--- src/rtl/stopwatch_counter_pkg.sv ---
// Shared definitions for the stopwatch timekeeping stage.
// Holds the FSM state encoding and the BCD digit widths/limits. The display
// interface uses the same digit widths, so both sides stay consistent.

package stopwatch_counter_pkg;

    // Run-control states; encodings are fixed so the display side can decode them.
    typedef enum logic [1:0] {
        StIdle  = 2'd0,
        StRun   = 2'd1,
        StPause = 2'd2
    } sw_state_e;

    localparam int unsigned NUM_1S_W  = 4;
    localparam int unsigned NUM_10S_W = 3;

    localparam logic [NUM_1S_W-1:0]  SEC_1S_MAX  = 4'd9;
    localparam logic [NUM_10S_W-1:0] SEC_10S_MAX = 3'd5;

endpackage

--- src/rtl/stopwatch_counter_if.sv ---
// Button/display bundle of the stopwatch timekeeping stage.
//   btn_start  raw async start/pause button, active-high
//   btn_clr    raw async clear button, active-high
//   num_1s     seconds units, BCD 0..9
//   num_10s    seconds tens, 0..5
//   running    1 while counting
//   wrap       one-cycle pulse on the 59 -> 00 increment
// master: the buttons/display side. slave: the stopwatch_counter.

interface stopwatch_counter_if;

    logic                                         btn_start;
    logic                                         btn_clr;
    logic [stopwatch_counter_pkg::NUM_1S_W-1:0]   num_1s;
    logic [stopwatch_counter_pkg::NUM_10S_W-1:0]  num_10s;
    logic                                         running;
    logic                                         wrap;

    modport master (
        output btn_start,
        output btn_clr,
        input  num_1s,
        input  num_10s,
        input  running,
        input  wrap
    );

    modport slave (
        input  btn_start,
        input  btn_clr,
        output num_1s,
        output num_10s,
        output running,
        output wrap
    );

endinterface

--- src/rtl/stopwatch_counter_btn_cond.sv ---
// Button conditioner (btn_cond): 2-FF synchronizer, debounce and rising-edge
// detect for one raw asynchronous push button.
//   clk     system clock
//   rst     asynchronous, active-high reset
//   btn_in  raw button level, active-high
//   press   one-cycle pulse per accepted press (registered)
// The accepted level only follows the synced input after DEBOUNCE_CYC
// consecutive cycles of the new value. Pin rise sampled at edge k gives a
// press pulse in the cycle after edge k+1+DEBOUNCE_CYC.

module stopwatch_counter_btn_cond #(
    parameter int unsigned DEBOUNCE_CYC = 1_250_000
) (
    input  logic clk,
    input  logic rst,
    input  logic btn_in,
    output logic press
);

    localparam int unsigned CntW = (DEBOUNCE_CYC > 1) ? $clog2(DEBOUNCE_CYC) : 1;
    localparam logic [CntW-1:0] CntMax = CntW'(DEBOUNCE_CYC - 1);

    logic            sync1_q;
    logic            sync2_q;
    logic            level_q;
    logic            press_q;
    logic [CntW-1:0] cnt_q;

    always_ff @(posedge clk or posedge rst) begin
        if (rst) begin
            sync1_q <= 1'b0;
            sync2_q <= 1'b0;
            level_q <= 1'b0;
            press_q <= 1'b0;
            cnt_q   <= '0;
        end else begin
            sync1_q <= btn_in;
            sync2_q <= sync1_q;
            press_q <= 1'b0;
            if (sync2_q == level_q) begin
                // Any sample agreeing with the accepted level restarts the run.
                cnt_q <= '0;
            end else if (cnt_q == CntMax) begin
                // This is the DEBOUNCE_CYC-th consecutive differing sample.
                cnt_q   <= '0;
                level_q <= sync2_q;
                press_q <= sync2_q;
            end else begin
                cnt_q <= cnt_q + 1'b1;
            end
        end
    end

    assign press = press_q;

endmodule

--- src/rtl/stopwatch_counter.sv ---
// Stopwatch timekeeping stage: conditions the start/clear buttons, divides
// clk into a 1 s tick and keeps a BCD seconds count 00..59.
//   clk   system clock (CLK_FREQ cycles per counted second)
//   rst   asynchronous, active-high reset
//   bus   stopwatch_counter_if.slave: btn_start, btn_clr in;
//         num_1s, num_10s, running, wrap out
// Start toggles run/pause, clear returns to 00 and stops; clear wins over a
// simultaneous start.

module stopwatch_counter
    import stopwatch_counter_pkg::*;
#(
    parameter int unsigned CLK_FREQ     = 125_000_000,
    parameter int unsigned DEBOUNCE_CYC = 1_250_000
) (
    input  logic                 clk,
    input  logic                 rst,
    stopwatch_counter_if.slave   bus
);

    localparam int unsigned PrescW = $clog2(CLK_FREQ);
    localparam logic [PrescW-1:0] PrescMax = PrescW'(CLK_FREQ - 1);

    logic start_press;
    logic clr_press;

    sw_state_e              state_q;
    logic                   running_q;
    logic [PrescW-1:0]      presc_q;
    logic [NUM_1S_W-1:0]    ones_q;
    logic [NUM_10S_W-1:0]   tens_q;
    logic                   wrap_q;

    stopwatch_counter_btn_cond #(
        .DEBOUNCE_CYC (DEBOUNCE_CYC)
    ) u_btn_start (
        .clk    (clk),
        .rst    (rst),
        .btn_in (bus.btn_start),
        .press  (start_press)
    );

    stopwatch_counter_btn_cond #(
        .DEBOUNCE_CYC (DEBOUNCE_CYC)
    ) u_btn_clr (
        .clk    (clk),
        .rst    (rst),
        .btn_in (bus.btn_clr),
        .press  (clr_press)
    );

    // Run-control FSM; running is registered alongside the state.
    always_ff @(posedge clk or posedge rst) begin
        if (rst) begin
            state_q   <= StIdle;
            running_q <= 1'b0;
        end else if (clr_press) begin
            state_q   <= StIdle;
            running_q <= 1'b0;
        end else if (start_press) begin
            unique case (state_q)
                StIdle, StPause: begin
                    state_q   <= StRun;
                    running_q <= 1'b1;
                end
                StRun: begin
                    state_q   <= StPause;
                    running_q <= 1'b0;
                end
                default: begin
                    state_q   <= StIdle;
                    running_q <= 1'b0;
                end
            endcase
        end
    end

    // Prescaler and BCD seconds. The prescaler holds through a pause so a
    // resume finishes the partial second; the digits move only on the tick
    // or on clear.
    always_ff @(posedge clk or posedge rst) begin
        if (rst) begin
            presc_q <= '0;
            ones_q  <= '0;
            tens_q  <= '0;
            wrap_q  <= 1'b0;
        end else begin
            wrap_q <= 1'b0;
            if (clr_press) begin
                presc_q <= '0;
                ones_q  <= '0;
                tens_q  <= '0;
            end else if (state_q == StIdle) begin
                presc_q <= '0;
            end else if (state_q == StRun) begin
                if (presc_q >= PrescMax) begin
                    presc_q <= '0;
                    if (ones_q >= SEC_1S_MAX) begin
                        ones_q <= '0;
                        if (tens_q >= SEC_10S_MAX) begin
                            tens_q <= '0;
                            wrap_q <= 1'b1;
                        end else begin
                            tens_q <= tens_q + 1'b1;
                        end
                    end else begin
                        ones_q <= ones_q + 1'b1;
                    end
                end else begin
                    presc_q <= presc_q + 1'b1;
                end
            end
        end
    end

    assign bus.num_1s  = ones_q;
    assign bus.num_10s = tens_q;
    assign bus.running = running_q;
    assign bus.wrap    = wrap_q;

endmodule

--- src/flat_wrapper.sv ---
// flat-port wrapper written by rule: the top's interface ports become plain ports
module stopwatch_counter_flat import stopwatch_counter_pkg::*;
#(
    parameter int unsigned CLK_FREQ     = 125_000_000,
    parameter int unsigned DEBOUNCE_CYC = 1_250_000
)
  (clk, rst, bus_btn_start, bus_btn_clr, bus_num_1s, bus_num_10s, bus_running, bus_wrap);
  stopwatch_counter_if bus_i ();
  input  logic clk;
  input  logic rst;
  input wire logic [$bits(bus_i.btn_start)-1:0] bus_btn_start;
  input wire logic [$bits(bus_i.btn_clr)-1:0] bus_btn_clr;
  output wire logic [$bits(bus_i.num_1s)-1:0] bus_num_1s;
  output wire logic [$bits(bus_i.num_10s)-1:0] bus_num_10s;
  output wire logic [$bits(bus_i.running)-1:0] bus_running;
  output wire logic [$bits(bus_i.wrap)-1:0] bus_wrap;
  assign bus_i.btn_start = bus_btn_start;
  assign bus_i.btn_clr = bus_btn_clr;
  assign bus_num_1s = bus_i.num_1s;
  assign bus_num_10s = bus_i.num_10s;
  assign bus_running = bus_i.running;
  assign bus_wrap = bus_i.wrap;
  stopwatch_counter #(.CLK_FREQ(CLK_FREQ), .DEBOUNCE_CYC(DEBOUNCE_CYC)) u_core (.clk(clk), .rst(rst), .bus(bus_i));
endmodule
--- config.mk ---
export PLATFORM = sky130hd
export DESIGN_NAME = stopwatch_counter_flat
export DESIGN_NICKNAME = d
export VERILOG_FILES = /design/src/rtl/stopwatch_counter_pkg.sv /design/src/rtl/stopwatch_counter_if.sv /design/src/rtl/stopwatch_counter_btn_cond.sv /design/src/rtl/stopwatch_counter.sv /design/src/flat_wrapper.sv
export SDC_FILE = /design/constraint.sdc
export NUM_CORES = 1
export LEC_CHECK = 0
export BUFFER_PORTS_ARGS = -buffer_cell sky130_fd_sc_hd__buf_2
export CAP_MARGIN = 0
export CORE_MARGIN = 5
export CORE_UTILIZATION = 50
export CTS_CLUSTER_SIZE = 16
export DETAILED_ROUTE_END_ITERATION = 8
export PLACE_DENSITY = 0.77
export SYNTH_ARGS = -nofsm -noshare
export SYNTH_HDL_FRONTEND = slang
export SYNTH_SLANG_ARGS = --single-unit
--- constraint.sdc ---
create_clock -name clk -period 3.4 [get_ports clk]
set_clock_uncertainty 0.1 [all_clocks]
set_input_delay 0.17 -clock clk [delete_from_list [all_inputs] [get_ports clk]]
set_output_delay 0.17 -clock clk [all_outputs]
set_load 0.005 [all_outputs]
==> results.py <==
metrics = {
    "sta": {
        "slew_headroom": 0.410,
        "tightest_slew_ns": 0.883,
        "final.setup.tns_ns": 0,
        "setup_viol": 0,
        "rsz0062_at_grt": "false",
        "whs_ns": 0.250,
        "fmax_mhz": 397,
        "finalHoldViolCount": 0,
        "worst_slack_ns": 0.882,
        "period_needed_ns": 2.52,
        "fin_crit_sh": 0.741,
        "finalMaxSlewViolations": 0,
    },
    "floorplanning": {
        "pin_count": 13,
        "fp.dieH_um": 104,
        "core_area_um2": 8720,
        "start_util": 0.512,
        "rows": 34,
        "die_w_um": 104,
        "die_area_um2": 10900,
    },
    "place": {
        "dpl.hpwl_um": 5780,
        "dp_cells": 567,
        "place_ws_ns": 0.924,
        "io_buffers": 12,
        "dpl_cell_area_um2": 4620,
        "place.gp.congestion": 0.840,
    },
    "synthesis": {
        "ys.flop_type": "dfrtp_1",
        "ys_top_cells_by_area": "dfrtp_1, xnor2_1, nor2_1",
        "syn_nets": 470,
        "async_flop_share": 1.00,
        "yosysUniqueCellTypes": 52,
        "synth_cells": 458,
        "yosys_register_bits": 87,
        "yosysWarnings": 0,
        "synth_area_um2": 4460,
        "synth_top_cell_by_area": "dfrtp_1",
        "avgSynthCellArea_um2": 9.74,
        "synth_top_area_frac": 0.488,
        "synth-edff-count": 0,
        "ys_seq_area_frac": 0.488,
    },
    "clocking": {
        "clock_path_buffers": 2,
        "cts.clk_slew.worst_paths_ns": 0.09,
        "cts_resized": 0,
        "cts-root-buf": "clkbuf_8",
        "clkLatencyLatePin_ns": 0.35,
        "numClockSinks": 87,
        "cts_max_level": 3,
        "cts_buffers": 9,
        "cts_tree": "done",
    },
    "critical_path": {
        "r2r_slack_ns": 0.88,
        "reg2reg_to": "u_core.presc_q[24]",
        "crit_required_ns": 3.50,
        "crit_path_start_kind": "flop",
        "crit-reg2reg-launch": "u_core.presc_q[0]",
        "cp.arrival_ns": 2.62,
        "crit_fanout": 22,
        "endpoint_kind": "flop",
        "ff2ff_path_depth": 7,
        "critPathKind": "reg -> reg",
    },
    "worst_hold_path": {
        "whs_path_depth": 0,
        "hp-class": "reg -> reg",
        "hp-start": "u_core.u_btn_start.sync1_q",
        "min_to": "u_core.u_btn_start.sync2_q",
    },
    "final_layout": {
        "final_cell_area_um2": 4900,
        "utilization": 0.562,
        "drive_gt1_frac": 0.0900,
        "antenna_cells": 0,
        "area_growth_pct": 9.73,
        "final_cells": 586,
        "nets": 485,
    },
    "global_route": {
        "grt_pass1_wl_um": 15300,
        "antenna_found_initial": 0,
        "grt_overflow": 0,
        "grt_pass1_vias": 3268,
        "grt_max_degree": 56,
        "grtUsageTotal": 0.164,
    },
    "detailed_routing": {
        "routed_wl_um": 8500,
        "ant_nets": 0,
        "via_count": 3357,
        "vias_per_cell": 5.73,
        "drc": 0,
        "firstDrtPassIters": 4,
        "wl_per_cell_um": 14.5,
        "detail_route.iter0.violations": 142,
    },
    "run_status": {
        "outcome": "complete, no violations",
    },
    "power_and_ir_drop": {
        "power_density_nw_per_um2": 400,
        "p_leak_nw": 2.02,
        "irDropWorstVdd_uv": 442,
        "p_total_mw": 1.96,
    },
    "run": {
        "maxCapViolCount": 0,
    },
}
worst max-delay path, cell delays in order, from the launching register on:
cell	delay [ns]
dfrtp_1	0.41
ha_1	0.20
or3b_1	0.34
a211oi_1	0.38
o211ai_1	0.31
a31oi_1	0.24
buf_4	0.28
a2111oi_0	0.10
kinds of logic after synthesis:
group                    share of synthesized area
adder cells (fa/ha/maj)                     0.0224
AND/OR/NAND/NOR                              0.274
AO/OA/AOI/OAI                               0.0493
multiplexers                                0.0146
flip-flops                                   0.488
buffers and inverters                       0.0306
XOR/XNOR                                     0.122
report_power, final:
group          leakage [nW]  internal, mW  total (mW)  switching (mW)
logic                 0.702        0.0116      0.0431          0.0315
registers              1.20          1.04        1.05         0.00687
clock network         0.116         0.508       0.868           0.359
total                  2.02          1.56        1.96           0.398
sequential cells by signal (all words and copies together) (netlist names):
| register | cells |
|---|---|
| u_core.presc_q | 27 |
| u_core.u_btn_clr.cnt_q | 21 |
| u_core.u_btn_start.cnt_q | 21 |
| u_core.bus.num_1s | 4 |
| u_core.bus.num_10s | 3 |
| u_core.bus.running | 1 |
| u_core.bus.wrap | 1 |
| u_core.state_q | 1 |
| u_core.u_btn_clr.level_q | 1 |
| u_core.u_btn_clr.press | 1 |
| u_core.u_btn_clr.sync1_q | 1 |
| u_core.u_btn_clr.sync2_q | 1 |
| u_core.u_btn_start.level_q | 1 |
| u_core.u_btn_start.press | 1 |
| u_core.u_btn_start.sync1_q | 1 |
| u_core.u_btn_start.sync2_q | 1 |
layout by cell type (no fill, tap or decap), types with 3 or more instances in the layout:
master / n
xnor2_1: 40
nor2_1: 61
o21ai_0: 3
dfrtp_1: 87
buf_2: 12
nand2_1: 28
buf_4: 5
a211oi_1: 3
and2_1: 3
nor3_1: 36
or3_1: 3
clkbuf_8: 10
xor2_1: 22
nor4b_1: 5
ha_1: 8
inv_1: 15
a21oi_1: 6
nand4_1: 19
bufinv_16: 3
and3_1: 13
dlygate4sd3_1: 3
nand3_1: 26
nor4_1: 17
nor3b_1: 4
mux2_2: 4
synthesized netlist by cell type, drive strengths merged, types with 3 or more instances:
| cell | count |
|---|---|
| buf | 4 |
| xnor2 | 40 |
| nand4 | 20 |
| nor4 | 17 |
| mux2 | 4 |
| a21oi | 6 |
| a211oi | 3 |
| inv | 16 |
| nor4b | 5 |
| ha | 8 |
| nor3 | 36 |
| and2 | 4 |
| nor3b | 4 |
| dfrtp | 87 |
| nand2 | 28 |
| o21ai | 3 |
| xor2 | 22 |
| nor2 | 61 |
| and3 | 15 |
| or3 | 3 |
| and4 | 3 |
| clkbuf | 12 |
| nand3 | 27 |
metal layers:
layer,track usage,vias to the layer above,part of all wire
li1,-,1655,-
met1,0.228,1634,0.48
met2,0.255,57,0.48
met3,0.0348,11,0.032
met4,0.0546,0,0.012
met5,0,-,0
cell type report:
class,count,area [um2]
fillers,730,3820
flip-flops and latches,87,2180
inverters,16,61.3
repair buffers,20,128
clock buffers,11,141
multi-input cells,339,2150
clock inverters,5,105
well taps,108,135
worst max-delay path by stage:
stage	start	end	slack (ns)	cells after the start
after global placement	u_core.presc_q[0]	u_core.presc_q[24]	1.03	7
final	u_core.presc_q[0]	u_core.presc_q[24]	0.88	7
after global routing	u_core.presc_q[0]	u_core.presc_q[24]	0.68	7
after detailed placement	u_core.presc_q[0]	u_core.presc_q[24]	0.92	7
after CTS	u_core.presc_q[0]	u_core.presc_q[24]	0.90	7
after floorplan	rst	u_core.bus.num_10s[0]	0.88	1
timing repair:
item / 4_1_cts / 5_1_grt
hold endpoints to repair: 55 / 0
setup buffers: 0 / 0
hold buffers: 3 / 0
No activity file was read; power rests on OpenSTA's default activity.
